[config.mk]
export PLATFORM = sky130hd
export DESIGN_NAME = pc_gen
export DESIGN_NICKNAME = d
export VERILOG_FILES = /design/src/rtl/fetch_pkg.sv /design/src/rtl/pc_next_sel.sv /design/src/rtl/pc_gen.sv
export SDC_FILE = /design/constraint.sdc
export NUM_CORES = 1
export LEC_CHECK = 0
export ABC_CLOCK_PERIOD_IN_PS = 3600
export CAP_MARGIN = 10
export CORE_ASPECT_RATIO = 1.5
export CORE_MARGIN = 5
export CORE_UTILIZATION = 30
export CTS_BUF_LIST = sky130_fd_sc_hd__clkbuf_8
export DETAILED_ROUTE_END_ITERATION = 7
export GPL_TIMING_DRIVEN = 0
export SLEW_MARGIN = 0
export SYNTH_ARGS = -nofsm -noshare
export SYNTH_HDL_FRONTEND = slang
export SYNTH_SLANG_ARGS = --single-unit
[constraint.sdc]
create_clock -name clk -period 3.6 [get_ports clk]
set_clock_uncertainty 0.15 [all_clocks]
set_input_delay 0.36 -clock clk [delete_from_list [all_inputs] [get_ports clk]]
set_output_delay 0.36 -clock clk [all_outputs]
set_load 0.1 [all_outputs]
[src/rtl/fetch_pkg.sv]
// Shared fetch-stage types and constants used by the program-counter generator.
package fetch_pkg;

   typedef enum logic [1:0] {
      BOOT   = 2'd0,
      RUN    = 2'd1,
      HALTED = 2'd2
   } pc_state_e;

   localparam logic [31:0] DEFAULT_RESET_VECTOR = 32'h0000_0000;
   localparam logic [31:0] DEFAULT_TRAP_VECTOR  = 32'h0000_0100;

   // Number of low PC bits that must be zero for an aligned fetch address.
   function automatic int align_bits(input int instr_bytes);
      return $clog2(instr_bytes);
   endfunction

endpackage

[src/rtl/pc_next_sel.sv]
// Next-PC priority mux and fetch FSM next-state logic; purely combinational.
import fetch_pkg::*;

module pc_next_sel #(
   parameter int                    DATA_WIDTH  = 32,
   parameter logic [DATA_WIDTH-1:0] TRAP_VECTOR = DATA_WIDTH'(DEFAULT_TRAP_VECTOR),
   parameter int                    INSTR_BYTES = 4
) (
   input  logic [DATA_WIDTH-1:0] pc,
   input  logic [DATA_WIDTH-1:0] pc_plus_inc,
   input  pc_state_e             state,
   input  logic                  trigger,
   input  logic                  halt_req,
   input  logic                  redirect_en,
   input  logic [DATA_WIDTH-1:0] redirect_target,
   input  logic                  trap_en,
   output logic [DATA_WIDTH-1:0] pc_next,
   output pc_state_e             state_next,
   output logic                  epoch_inc,
   output logic                  fault
);

   localparam int ALIGN_BITS = align_bits(INSTR_BYTES);

   logic misaligned;
   assign misaligned = |redirect_target[ALIGN_BITS-1:0];

   always_comb begin
      pc_next    = pc;
      state_next = state;
      epoch_inc  = 1'b0;
      fault      = 1'b0;
      // Trap and redirect win in every state and ignore trigger, so a stall never drops them.
      if (trap_en) begin
         pc_next    = TRAP_VECTOR;
         state_next = RUN;
         epoch_inc  = 1'b1;
      end else if (redirect_en) begin
         state_next = RUN;
         epoch_inc  = 1'b1;
         if (misaligned) begin
            pc_next = TRAP_VECTOR;
            fault   = 1'b1;
         end else begin
            pc_next = redirect_target;
         end
      end else begin
         case (state)
            BOOT:    state_next = RUN;
            RUN: begin
               if (halt_req) begin
                  state_next = HALTED;
               end else if (trigger) begin
                  pc_next = pc_plus_inc;
               end
            end
            HALTED:  state_next = HALTED;
            default: state_next = BOOT;
         endcase
      end
   end

endmodule

[src/rtl/pc_gen.sv]
// Fetch-stage program-counter generator: sequential advance, redirects, traps,
// alignment checking and a redirect epoch tag for wrong-path squashing.
import fetch_pkg::*;

module pc_gen #(
   parameter int                    DATA_WIDTH   = 32,
   parameter logic [DATA_WIDTH-1:0] RESET_VECTOR = DATA_WIDTH'(DEFAULT_RESET_VECTOR),
   parameter logic [DATA_WIDTH-1:0] TRAP_VECTOR  = DATA_WIDTH'(DEFAULT_TRAP_VECTOR),
   parameter int                    INSTR_BYTES  = 4,
   parameter int                    EPOCH_WIDTH  = 2
) (
   input  logic                   clk,
   input  logic                   rst,
   input  logic                   trigger,
   input  logic                   halt_req,
   input  logic                   redirect_en,
   input  logic [DATA_WIDTH-1:0]  redirect_target,
   input  logic                   trap_en,
   output logic [DATA_WIDTH-1:0]  pc_out,
   output logic [DATA_WIDTH-1:0]  pc_plus_inc,
   output logic                   pc_valid,
   output logic [EPOCH_WIDTH-1:0] epoch,
   output logic                   misalign_fault
);

   pc_state_e             state;
   pc_state_e             state_next;
   logic [DATA_WIDTH-1:0] pc_next;
   logic                  epoch_inc;
   logic                  fault;

   assign pc_plus_inc = pc_out + DATA_WIDTH'(INSTR_BYTES);

   pc_next_sel #(
      .DATA_WIDTH  (DATA_WIDTH),
      .TRAP_VECTOR (TRAP_VECTOR),
      .INSTR_BYTES (INSTR_BYTES)
   ) u_next_sel (
      .pc              (pc_out),
      .pc_plus_inc     (pc_plus_inc),
      .state           (state),
      .trigger         (trigger),
      .halt_req        (halt_req),
      .redirect_en     (redirect_en),
      .redirect_target (redirect_target),
      .trap_en         (trap_en),
      .pc_next         (pc_next),
      .state_next      (state_next),
      .epoch_inc       (epoch_inc),
      .fault           (fault)
   );

   always_ff @(posedge clk or posedge rst) begin
      if (rst) begin
         state <= BOOT;
      end else begin
         state <= state_next;
      end
   end

   always_ff @(posedge clk or posedge rst) begin
      if (rst) begin
         pc_out         <= RESET_VECTOR;
         epoch          <= '0;
         misalign_fault <= 1'b0;
      end else begin
         pc_out         <= pc_next;
         epoch          <= epoch + EPOCH_WIDTH'(epoch_inc);
         misalign_fault <= fault;
      end
   end

   always_comb begin
      pc_valid = (state == RUN);
   end

endmodule

---- After elaboration in Yosys (flattened, before gate mapping) ----
Index checks and enable logic that the tools add are counted.
operators by class
  add/subtract/negate cells ............... 2
  eq/ne operators ......................... 4
  muxes and demuxes ....................... 15
  reductions and logical operators ........ 5
operators by type and width
  cell                   count
  $mux 32                6
  $add 32x3->32 const B  1
  $mux 2                 3
  $pmux 2 s3             1
  $reduce_bool 3->1      2
  $mux 1                 5
  $ne 4x4->1 const B     1
  $ne 3x1->1 const B     1
  $reduce_and 3->1       1
  $add 2x1->2            1
  $eq 2x1->1 const B     1
  $eq 2x2->1 const B     1
  $logic_not 2->1        1
  $reduce_or 2->1        1
storage, ports and cells
  flip-flop bits (word level) ............. 37
  input bits .............................. 38
  output and inout bits ................... 68
  word-level logic and storage cells ...... 30

---- Logic depth before layout (Yosys ltp) ----
Gate-level depths: netlist (run 1).
  depth in word-level cells ............... 6
  gate-level depth with buffers ........... 8
  depth with buffers taken out ............ 7

---- Modules after synthesis ----
From an unflattened synthesis (run 1), not the netlist that was laid out.
unflattened totals
  cells, all modules ...................... 242
  area, all modules ....................... 2322.2 um^2
by module, submodules not included
  module       instances  cells an instance  area each (um^2)  sequential area each (um^2)
  pc_gen       1          127                1569.0            925.9
  pc_next_sel  1          115                753.2             0.0

---- Least setup slack after synthesis (run 1) ----
Ideal clock, no wire load.
  kind .................................... flip-flop to output port
  start point ............................. register pc_out[2]
  end point ............................... output port pc_plus_inc[26]
  arrival ................................. 3984 ps
  required time ........................... 3090 ps
  setup slack ............................. -894 ps
  stages on the path, launching flop included .. 7
  buffers on the path ..................... 0
  path through ............................ dfrtp_1 -> ha_1 -> nand4_2 -> nor4_4 -> and3_1 -> nand3_1 -> xnor2_1
between the ends
  longest elaborated chain between the ends .. 1
RTL lines
  item                    line          source
  start, declared         pc_gen.sv:19  output logic [DATA_WIDTH-1:0] pc_out,
  start signal, assigned  pc_gen.sv:67  pc_out <= pc_next;
  $add 32x3->32           pc_gen.sv:32  assign pc_plus_inc = pc_out + DATA_WIDTH'(INSTR_BYTES);
  end, declared           pc_gen.sv:20  output logic [DATA_WIDTH-1:0] pc_plus_inc,
Every way passes these cells.

---- Worst setup path in the final report (run 1) ----
  start point ............................. register pc_out[10]
  end point ............................... output port pc_plus_inc[21]
Same word-level chain as after synthesis.

==> results of run 1 <==
## power by group through the flow
stage	clock (mW)	sequential (mW)	combinational, mW
floorplan	0	0.615	0.159
global placement	0	0.469	0.440
detailed placement	0	0.470	0.443
CTS	0.296	0.462	0.442
global route	0.314	0.466	0.457
finish	0.289	0.462	0.437
## metrics by stage
stage	hold WS, ns	setup TNS [ns]
after floorplan	0.273	-0.361
after global placement	0.305	-0.348
after detailed placement	0.314	-0.361
after CTS	0.325	0
after global routing	0.359	0
final	0.320	0
## layer usage
layer  GRT usage, %  wire length, µm
met1           19.9             3490
met2           30.6             4850
met3           2.55              506
met4           5.33              162
met5              0                0
## area by class of cell
class                   instances  area [µm²]
plain buffers                  21         100
well taps                     110         138
clock buffers                   5        68.8
clock inverters                 3        12.5
multi-input cells             239        1800
fillers                       887        4700
repair buffers                105        1000
inverters                       6        22.5
flip-flops and latches         37         928
## state kept, by name, summed over array words and instances, names as in the netlist
name	count
epoch	2
misalign_fault	1
pc_out	32
state	2
## worst max-delay path: stages (launching register included)
cell and delay [ns]:
dfrtp_1 0.60, nand4_4 0.23, nor4_4 0.61, nand3_1 0.21
xnor2_2 0.14, dlygate4sd2_1 0.86
## cell usage in the layout, fill, tap and decap left out, types with 3 or more instances in the layout
cell type	Yosys	routed
xnor2_2	1	15
clkbuf_2	0	9
nor3_1	11	11
nand3_1	19	19
buf_2	8	9
ha_1	4	4
nor2_1	11	11
xor2_2	0	7
dlymetal6s2s_1	0	3
a21oi_1	9	9
dlygate4sd2_1	0	5
xor2_1	25	18
nand2_1	38	38
nand4_4	3	3
inv_1	5	6
nand4_1	17	17
clkdlybuf4s50_1	0	85
buf_4	3	3
clkbuf_8	0	5
mux2i_1	6	6
nor4_4	4	4
dfrtp_1	37	35
o21ai_1	4	4
and3_1	8	8
and2_1	7	7
xnor2_1	19	4
clkbuf_1	10	10
o21ai_0	22	22
## kinds of logic (layout without fill, tap and decap cells)
kind of cell | count (synthesis) | count (layout) | synth area share, %
buf+inv | 27 | 140 | 4.58
compound gates | 50 | 50 | 11.0
xor+xnor | 45 | 45 | 15.0
mux | 6 | 6 | 2.24
flops | 37 | 37 | 34.6
simple gates | 134 | 134 | 30.7
fa+ha+maj | 4 | 4 | 1.87
## path summary, 6_finish.rpt
path | startpoint | endpoint | slack (ns) | depth (start not counted)
setup / recovery | pc_out[10]$_DFFE_PP0P_ | pc_plus_inc[21] | 0.14 | 5
min in group asynchronous | rst | pc_out[11]$_DFFE_PP0P_ | 0.40 | 2
hold reg to reg | epoch[1]$_DFF_PP0_ | epoch[1]$_DFF_PP0_ | 0.32 | 1
setup reg to reg | state[1]$_DFFE_PP0P_ | pc_out[30]$_DFFE_PP0P_ | 1.05 | 8
max in group asynchronous | rst | pc_out[2]$_DFFE_PP0P_ | 2.34 | 2
hold / removal | epoch[1]$_DFF_PP0_ | epoch[1]$_DFF_PP0_ | 0.32 | 1
==> out/qor.yml, run 1 <==
outcome:
  status: "completed"
layout:
  instances_no_fill: 526
  fin_util_pct: 46.4
  antenna_cells: 0
  syn2layout_area_growth_pct: 52.3
  drive_above_1_share_pct: 16.8
  layout.nets: 457
  design_area_um2: 4080
sta:
  fin_crit_ns: 3.46
  max_clock_freq_mhz: 289
  hold_viol: 0
  grt_setup_unrepaired: "false"
  slew_headroom_pct: 33.2
  final_max_slew_viol_count: 0
  fin_ws_ns: 0.137
  fin_crit_sh_pct: 96.2
  worstMarginPinSlew_ns: 1.00
  finalSetupViolCount: 0
die:
  dieArea_um2: 10900
  coreArea_um2: 8780
  num_io_pins: 106
  start_util_pct: 30.5
  die_y_um: 126
  die_w_um: 87.1
  rows: 42
clock_network:
  root_buffer: "clkbuf_8"
  hold_buffers: 0
  clock_sinks: 37
  path_clk_slew_ns: 0.08
  numCtsBuffers: 5
  cts_resized: 24
  cts_buffer_depth: 2
  post-cts-setup-buffers: 0
  clk_latency_ns: 0.30
  cts_tree: "yes"
  htreeDepth: 2
global_route:
  grtUsageTotal_pct: 16.9
  overflow: 0
  antenna_found_initial: 0
  grt_max_degree: 38
  grt_first_pass_wirelength_mm: 14.6
  grt_pass1_vias: 2715
worst_setup_path:
  end_kind: "output port"
  crit_path_max_fanout: 7
  critPathLaunchType: "register"
  required_ns: 3.09
  crit_type: "register to output port"
  cp.arrival_ns: 2.95
job:
  maxCapViolCount: 0
yosys:
  synthArstFlopShare_pct: 100
  synthTopCellsByCount: "nand2_1 (38), dfrtp_1 (37), xor2_1 (25)"
  yosysTopAreaCell: "dfrtp_1"
  yosysSeqAreaShare_pct: 34.6
  synth.ff_latch_count: 37
  syn_inst: 303
  synth_ff_type: "dfrtp_1"
  synth_fp_nets: 345
  synth_enable_flop_cells: 0
  ys_top_cells_by_area: "dfrtp_1 (35%), xor2_1 (8.2%), xnor2_1 (6.2%), nand2_1 (5.3%), o21ai_0 (4.1%)"
  syn_area_um2: 2680
  ys_warn_count: 0
  yosysMostFrequentCell: "nand2_1"
  synth_top_cell_area_share_pct: 34.6
  synth.distinct_cells: 48
  synth_area_per_cell_um2: 8.83
detailed_routing:
  drt-total-wl_mm: 9.01
  drtIter0Drc: 140
  drc: 0
  wl_per_cell_um: 17.1
  first_pass_iters: 4
  ant_nets: 0
  routed-via-count: 2680
  avgViaCountPerCell: 5.10
pwr:
  power_density_nw_per_um2: 292
  ir_drop_mv: 0.139
  totalPowerFinal_mw: 1.19
  combinationalPowerShare_pct: 36.8
  seq_power_share_pct: 38.8
  p_sw_mw: 0.502
  p_clk_share_pct: 24.4
  swShare_pct: 42.2
  p_int_mw: 0.687
  p_leak_nw: 1.83
place:
  place_ws_ns: -0.218
  dpl_cell_area_um2: 4040
  hpwl_mm: 7.04
  routabilityCongestion: 0.829
  dpl.cell_count: 518
  portBuffers: 105
min_path:
  holdCritPathClass: "register to register"
Note: power is estimated with default switching activity, not from simulation.
==> run 2: changes to the inputs <==
--- a/config.mk
+++ b/config.mk
@@ -5,12 +5,13 @@
 export SDC_FILE = /design/constraint.sdc
 export NUM_CORES = 1
 export LEC_CHECK = 0
-export ABC_CLOCK_PERIOD_IN_PS = 3600
+export ABC_CLOCK_PERIOD_IN_PS = 4500
 export CAP_MARGIN = 10
 export CORE_ASPECT_RATIO = 1.5
 export CORE_MARGIN = 5
 export CORE_UTILIZATION = 30
 export CTS_BUF_LIST = sky130_fd_sc_hd__clkbuf_8
+export CTS_CLUSTER_DIAMETER = 30
 export DETAILED_ROUTE_END_ITERATION = 7
 export GPL_TIMING_DRIVEN = 0
 export SLEW_MARGIN = 0
==> constraint.sdc (replaced) <==
create_clock -name clk -period 4.5 [get_ports clk]
set_clock_uncertainty 0.15 [all_clocks]
set_input_delay 0.45 -clock clk [delete_from_list [all_inputs] [get_ports clk]]
set_output_delay 0.45 -clock clk [all_outputs]
set_load 0.1 [all_outputs]
==> out/qor.yml, run 2 (synthesis gave the netlist of run 1 again) <==
worst_setup_path:
  reg2regPathDepth: 6  # -2
  cp.arrival_ns: 3.59  # +0.64 ns
  r2r_setup_slack_ns: 1.93  # +0.88 ns
  critPathLaunchType: "register"
  required_ns: 3.90  # +0.81 ns
  crit_type: "register to output port"
  worstSetupStartpoint: "pc_out[2]$_DFFE_PP0P_"
  crit_path_max_fanout: 7  # unchanged
  regToRegStartpoint: "pc_out[2]$_DFFE_PP0P_"
  cp-endpoint: "pc_plus_inc[26]"
  timing.rr.end: "pc_out[28]$_DFFE_PP0P_"
  end_kind: "output port"
sta:
  slew_headroom_pct: 32.7  # -0.50 points
  grt_setup_unrepaired: "false"
  hold_viol: 0  # unchanged
  finalSetupViolCount: 0  # unchanged
  max_clock_freq_mhz: 238
  fin_crit_ns: 4.19
  setup_tns_ns: 0  # unchanged
  final_max_slew_viol_count: 0  # unchanged
  worstMarginPinSlew_ns: 1.01  # +0.00596 ns
  fin_crit_sh_pct: 93.2
global_route:
  grtUsageTotal_pct: 16.8  # -0.036 points
  grt_pass1_vias: 2750  # +1.3%
  use_met2_pct: 31.4  # +0.72 points
  grt_util_met1_pct: 19.4  # -0.44 points
  grt.busiest_layer: "met2"
  overflow: 0  # unchanged
  grt_first_pass_wirelength_mm: 14.5  # -0.47%
  gr-usage-met3_pct: 2.22  # -0.33 points
  antenna_found_initial: 0  # unchanged
  grt_max_degree: 38  # unchanged
die:
  die_y_um: 126  # unchanged
  coreArea_um2: 8780  # unchanged
  die_w_um: 87.1  # unchanged
  start_util_pct: 30.5  # unchanged
  dieArea_um2: 10900  # unchanged
  rows: 42  # unchanged
  num_io_pins: 106  # unchanged
place:
  dpl.cell_count: 518  # unchanged
  dpl_cell_area_um2: 3880  # -4.1%
  portBuffers: 105  # unchanged
  routabilityCongestion: 0.825  # -0.55%
  hpwl_mm: 7.03  # about the same
pwr:
  swShare_pct: 40.8  # -1.4 points
  combinationalPowerShare_pct: 36.4  # -0.4 points
  power_density_nw_per_um2: 241  # -17%
  p_int_mw: 0.565  # -18%
  p_leak_nw: 1.63  # -11%
  seq_power_share_pct: 38.6  # -0.2 points
  p_sw_mw: 0.390  # -22%
  p_clk_share_pct: 25.0  # +0.6 points
  ir_drop_mv: 0.129  # -7.2%
  totalPowerFinal_mw: 0.955  # -20%
layout:
  instances_no_fill: 525  # -0.19%
  largest_register_ffs: 32  # unchanged
  reg.largest.list: "pc_out x32, epoch x2, state x2"
  syn2layout_area_growth_pct: 48.2
  layout.nets: 457  # unchanged
  layout_commonest_cell: "clkdlybuf4s50_1"
  regMostFlops: "pc_out"
  layout_common_cells: "clkdlybuf4s50_1 (105), nand2_1 (38), dfrtp_1 (37)"
  antenna_cells: 0  # unchanged
  drive_above_1_share_pct: 8.67  # -8.2 points
  nFillCells: 854  # -3.7%
  design_area_um2: 3970  # -2.7%
clock_network:
  path_clk_slew_ns: 0.08  # about the same
  cts_buffer_depth: 2  # unchanged
  clock_sinks: 37  # unchanged
  cts_tree: "yes"
  hold_buffers: 0  # unchanged
  root_buffer: "clkbuf_8"
  htreeDepth: 2  # unchanged
  clk_latency_ns: 0.29  # about the same
  cts_resized: 0  # -100%
  numCtsBuffers: 5  # unchanged
  post-cts-setup-buffers: 0  # unchanged
detailed_routing:
  wl_per_cell_um: 16.9  # -1.3%
  drtIter0Drc: 124  # -11%
  first_pass_iters: 4  # unchanged
  ant_nets: 0  # unchanged
  drc: 0  # unchanged
  routed-via-count: 2638  # -1.6%
  avgViaCountPerCell: 5.02  # -1.4%
  drt-total-wl_mm: 8.88  # -1.5%
min_path:
  min_from: "epoch[1]$_DFF_PP0_"
  holdCritPathClass: "register to register"
job:
  maxCapViolCount: 0  # unchanged
outcome:
  status: "completed"
[run 2: cell count changes in the layout (fill, tap and decap cells not counted), sizes merged, moves of 3 or more]
cell           change
clkbuf             -9
clkdlybuf4s50     +20
dlymetal6s2s       -3
dlygate4sd2        -5
[run 2: layer usage]
metal	wire, µm	part of all wire, %	up-vias
met3	385	4.3	8
met4	146	1.6	0
met2	4930	56	69
li1	-	-	1297
met5	0	0	-
met1	3410	38	1264
[run 2: how the worst min path moves through the flow]
| stage | depth (start not counted) | slack, ns | endpoint |
|---|---|---|---|
| final | 1 | 0.32 | epoch[1]$_DFF_PP0_ |
| after floorplan | 2 | 0.34 | state[1]$_DFFE_PP0P_ |
| after global routing | 1 | 0.33 | epoch[1]$_DFF_PP0_ |
| after detailed placement | 1 | 0.32 | epoch[1]$_DFF_PP0_ |
| after global placement | 1 | 0.31 | epoch[1]$_DFF_PP0_ |
| after CTS | 1 | 0.33 | epoch[1]$_DFF_PP0_ |
[run 2: cell type report]
cell class | count | area [µm²] | share of cell area (%)
buffer | 21 | 100 | 2.52
clock inverter | 1 | 3.75 | 0.0946
sequential | 37 | 926 | 23.3
clock buffer | 6 | 82.6 | 2.08
tap | 110 | 138 | 3.47
multi-input combinational | 239 | 1640 | 41.4
inverter | 6 | 22.5 | 0.568
timing repair buffer | 105 | 1050 | 26.5
[run 2: per-stage QoR]
stage	hold WS [ns]	utilization (%)	worst slack [ns]
6_report	0.323	45.2	0.307
5_1_grt	0.334	45.2	0.0970
4_1_cts	0.328	45.2	0.277
3_5_place_dp	0.318	44.2	0.608
3_3_place_gp	0.306	44.2	0.659
2_1_floorplan	0.339	-	0.112
[run 2: critical path, stage by stage (launching register included)]
cell	delay, ns
dfrtp_1	0.52
ha_1	0.33
nand4_2	0.24
nor4_4	0.46
and3_1	0.29
nand3_1	0.15
xnor2_2	0.15
clkdlybuf4s50_1	1.15
[run 2: power groups by stage]
stage          Sequential, mW  Clock, mW  Combinational, mW
6_report                0.369      0.239              0.347
5_1_grt                 0.371      0.259              0.364
4_1_cts                 0.369      0.246              0.351
3_5_place_dp            0.375          0              0.350
3_3_place_gp            0.374          0              0.349
2_1_floorplan           0.491          0              0.124
==> run 3: changes to the inputs <==
--- a/config.mk
+++ b/config.mk
@@ -13,6 +13,7 @@
 export CTS_BUF_LIST = sky130_fd_sc_hd__clkbuf_8
 export CTS_CLUSTER_DIAMETER = 30
 export DETAILED_ROUTE_END_ITERATION = 7
+export DONT_BUFFER_PORTS = 1
 export GPL_TIMING_DRIVEN = 0
 export SLEW_MARGIN = 0
 export SYNTH_ARGS = -nofsm -noshare
==> out/qor.yml, run 3 (synthesis gave the netlist of run 1 again) <==
worst_setup_path:
  cpPeakStageDelay_ns: 1.06  # -0.09 ns
  required_ns: 3.90  # about the same
  r2r_setup_slack_ns: 0.69  # -1.24 ns
  cp.arrival_ns: 3.73  # +0.14 ns
  cp_slowest_cell: "xnor2_2"
  crit_path_max_fanout: 7  # unchanged
  end_kind: "output port"
  cp_num_buf_inv: 1  # unchanged
  path_cells: "buf_2 > nand4_4 > nor4_4 > nand4_2 > xnor2_2"
  cpLargestDelayFamily: "XOR/XNOR gates"
  critPathLaunchType: "register"
  crit_type: "register to output port"
die:
  start_util_pct: 30.5  # unchanged
  dieArea_um2: 10900  # unchanged
  rows: 42  # unchanged
  num_io_pins: 106  # unchanged
  die_y_um: 126  # unchanged
  die_w_um: 87.1  # unchanged
  coreArea_um2: 8780  # unchanged
layout:
  layout.nets: 356  # -22%
  largest_register_ffs: 32  # unchanged
  layout_commonest_cell: "nand2_1"
  drive_above_1_share_pct: 20.7  # +12 points
  reg.largest.list: "pc_out x32, epoch x2, state x2"
  fin_util_pct: 36.6  # -8.6 points
  antenna_cells: 0  # unchanged
  layout_common_cells: "nand2_1 (38), dfrtp_1 (35), o21ai_0 (22)"
  regMostFlops: "pc_out"
  syn2layout_area_growth_pct: 20.1
clock_network:
  clock_sinks: 37  # unchanged
  hold_buffers: 0  # unchanged
  numCtsBuffers: 5  # unchanged
  post-cts-setup-buffers: 0  # unchanged
  cts_tree: "yes"
  root_buffer: "clkbuf_8"
  cts_buffer_depth: 2  # unchanged
  htreeDepth: 2  # unchanged
  cts_resized: 4  # +4
  path_clk_slew_ns: 0.07  # about the same
  clk_latency_ns: 0.30  # about the same
detailed_routing:
  wl_per_cell_um: 20.6  # +22%
  routed-via-count: 2325  # -12%
  first_pass_iters: 6  # +2
  drt-total-wl_mm: 8.75  # -1.5%
  drc: 0  # unchanged
  wl_met1_mm: 2.91  # -15%
  drtIter0Drc: 111  # -10%
  ant_nets: 0  # unchanged
  wl_met3_um: 776  # +100%
  wl_met2_mm: 4.74  # -3.8%
  avgViaCountPerCell: 5.48  # +9.1%
  top_layer_used: "met4"
sta:
  fin_crit_sh_pct: 96.1  # +2.9 points
  setup_tns_ns: 0  # unchanged
  whs_ns: 0.0315  # -0.292 ns
  fin_crit_ns: 4.33  # +0.132 ns
  worstMarginPinSlew_ns: 1.28  # +0.277 ns
  final_max_slew_viol_count: 0  # unchanged
  grt_setup_unrepaired: "false"
  slew_headroom_pct: 14.0  # -19 points
  max_clock_freq_mhz: 231  # -3.0%
  finalSetupViolCount: 0  # unchanged
  hold_viol: 0  # unchanged
pwr:
  power_density_nw_per_um2: 276  # +14%
  p_sw_mw: 0.383  # -1.8%
  combinationalPowerShare_pct: 17.2  # -19 points
  p_leak_nw: 1.40  # -14%
  swShare_pct: 43.2  # +2.4 points
  totalPowerFinal_mw: 0.885  # -7.3%
  p_int_mw: 0.503  # -11%
  seq_power_share_pct: 55.6  # +17 points
  p_clk_share_pct: 27.3  # +2.3 points
  ir_drop_mv: 0.133  # +3.0%
global_route:
  grt_max_degree: 38  # unchanged
  grt_first_pass_wirelength_mm: 13.6  # -6.4%
  overflow: 0  # unchanged
  grtUsageTotal_pct: 16.4  # -0.45 points
  antenna_found_initial: 0  # unchanged
  grt_pass1_vias: 2418  # -12%
job:
  maxCapViolCount: 0  # unchanged
place:
  routabilityCongestion: 0.826  # +0.11%
  portBuffers: 0  # -100%
  hpwl_mm: 7.02  # -0.14%
min_path:
  holdCritPathClass: "input port to asynchronous set/reset pin"
outcome:
  status: "completed"
-- run 3: layout make-up --
type / instances / area (µm²)
buffer: 21 / 100
clock buffer: 6 / 82.6
clock inverter: 1 / 3.75
fill: 884 / 5560
inverter: 6 / 22.5
multi-input combinational: 239 / 1880
sequential: 37 / 928
tap: 110 / 138
timing repair buffer: 4 / 62.6
-- run 3: metal layers --
metal,track usage [%],up-vias
met3,6.34,19
met5,0,-
li1,-,1090
met4,7.14,0
met1,16.8,1135
met2,28.9,81
-- run 3: final timing paths --
kind                                        from                     end  cells past startpoint
max in group asynchronous                    rst   pc_out[2]$_DFFE_PP0P_                      1
min in group clk                         trap_en   pc_out[2]$_DFFE_PP0P_                      1
min reg2reg                 state[0]$_DFFE_PP0P_    state[0]$_DFFE_PP0P_                      2
min                                          rst      epoch[1]$_DFF_PP0_                      1
max reg2reg                pc_out[8]$_DFFE_PP0P_  pc_out[31]$_DFFE_PP0P_                      6
max                        pc_out[8]$_DFFE_PP0P_         pc_plus_inc[31]                      5
-- run 3: power by group through the flow --
stage / sequential (mW) / clock, mW / combinational, mW
after floorplan: 0.491 / 0 / 0.124
after global placement: 0.497 / 0 / 0.142
after detailed placement: 0.499 / 0 / 0.153
after CTS: 0.493 / 0.250 / 0.154
after global routing: 0.495 / 0.266 / 0.163
final: 0.492 / 0.242 / 0.152
-- run 3: per-stage QoR --
step	setup WS, ns	std cells	cell area [µm²]
floorplan	0.112	303	2690
global placement	-0.236	413	2830
finish	0.175	424	3210
detailed placement	0.0931	417	3080
CTS	0.00375	424	3210
global route	0.0406	424	3210
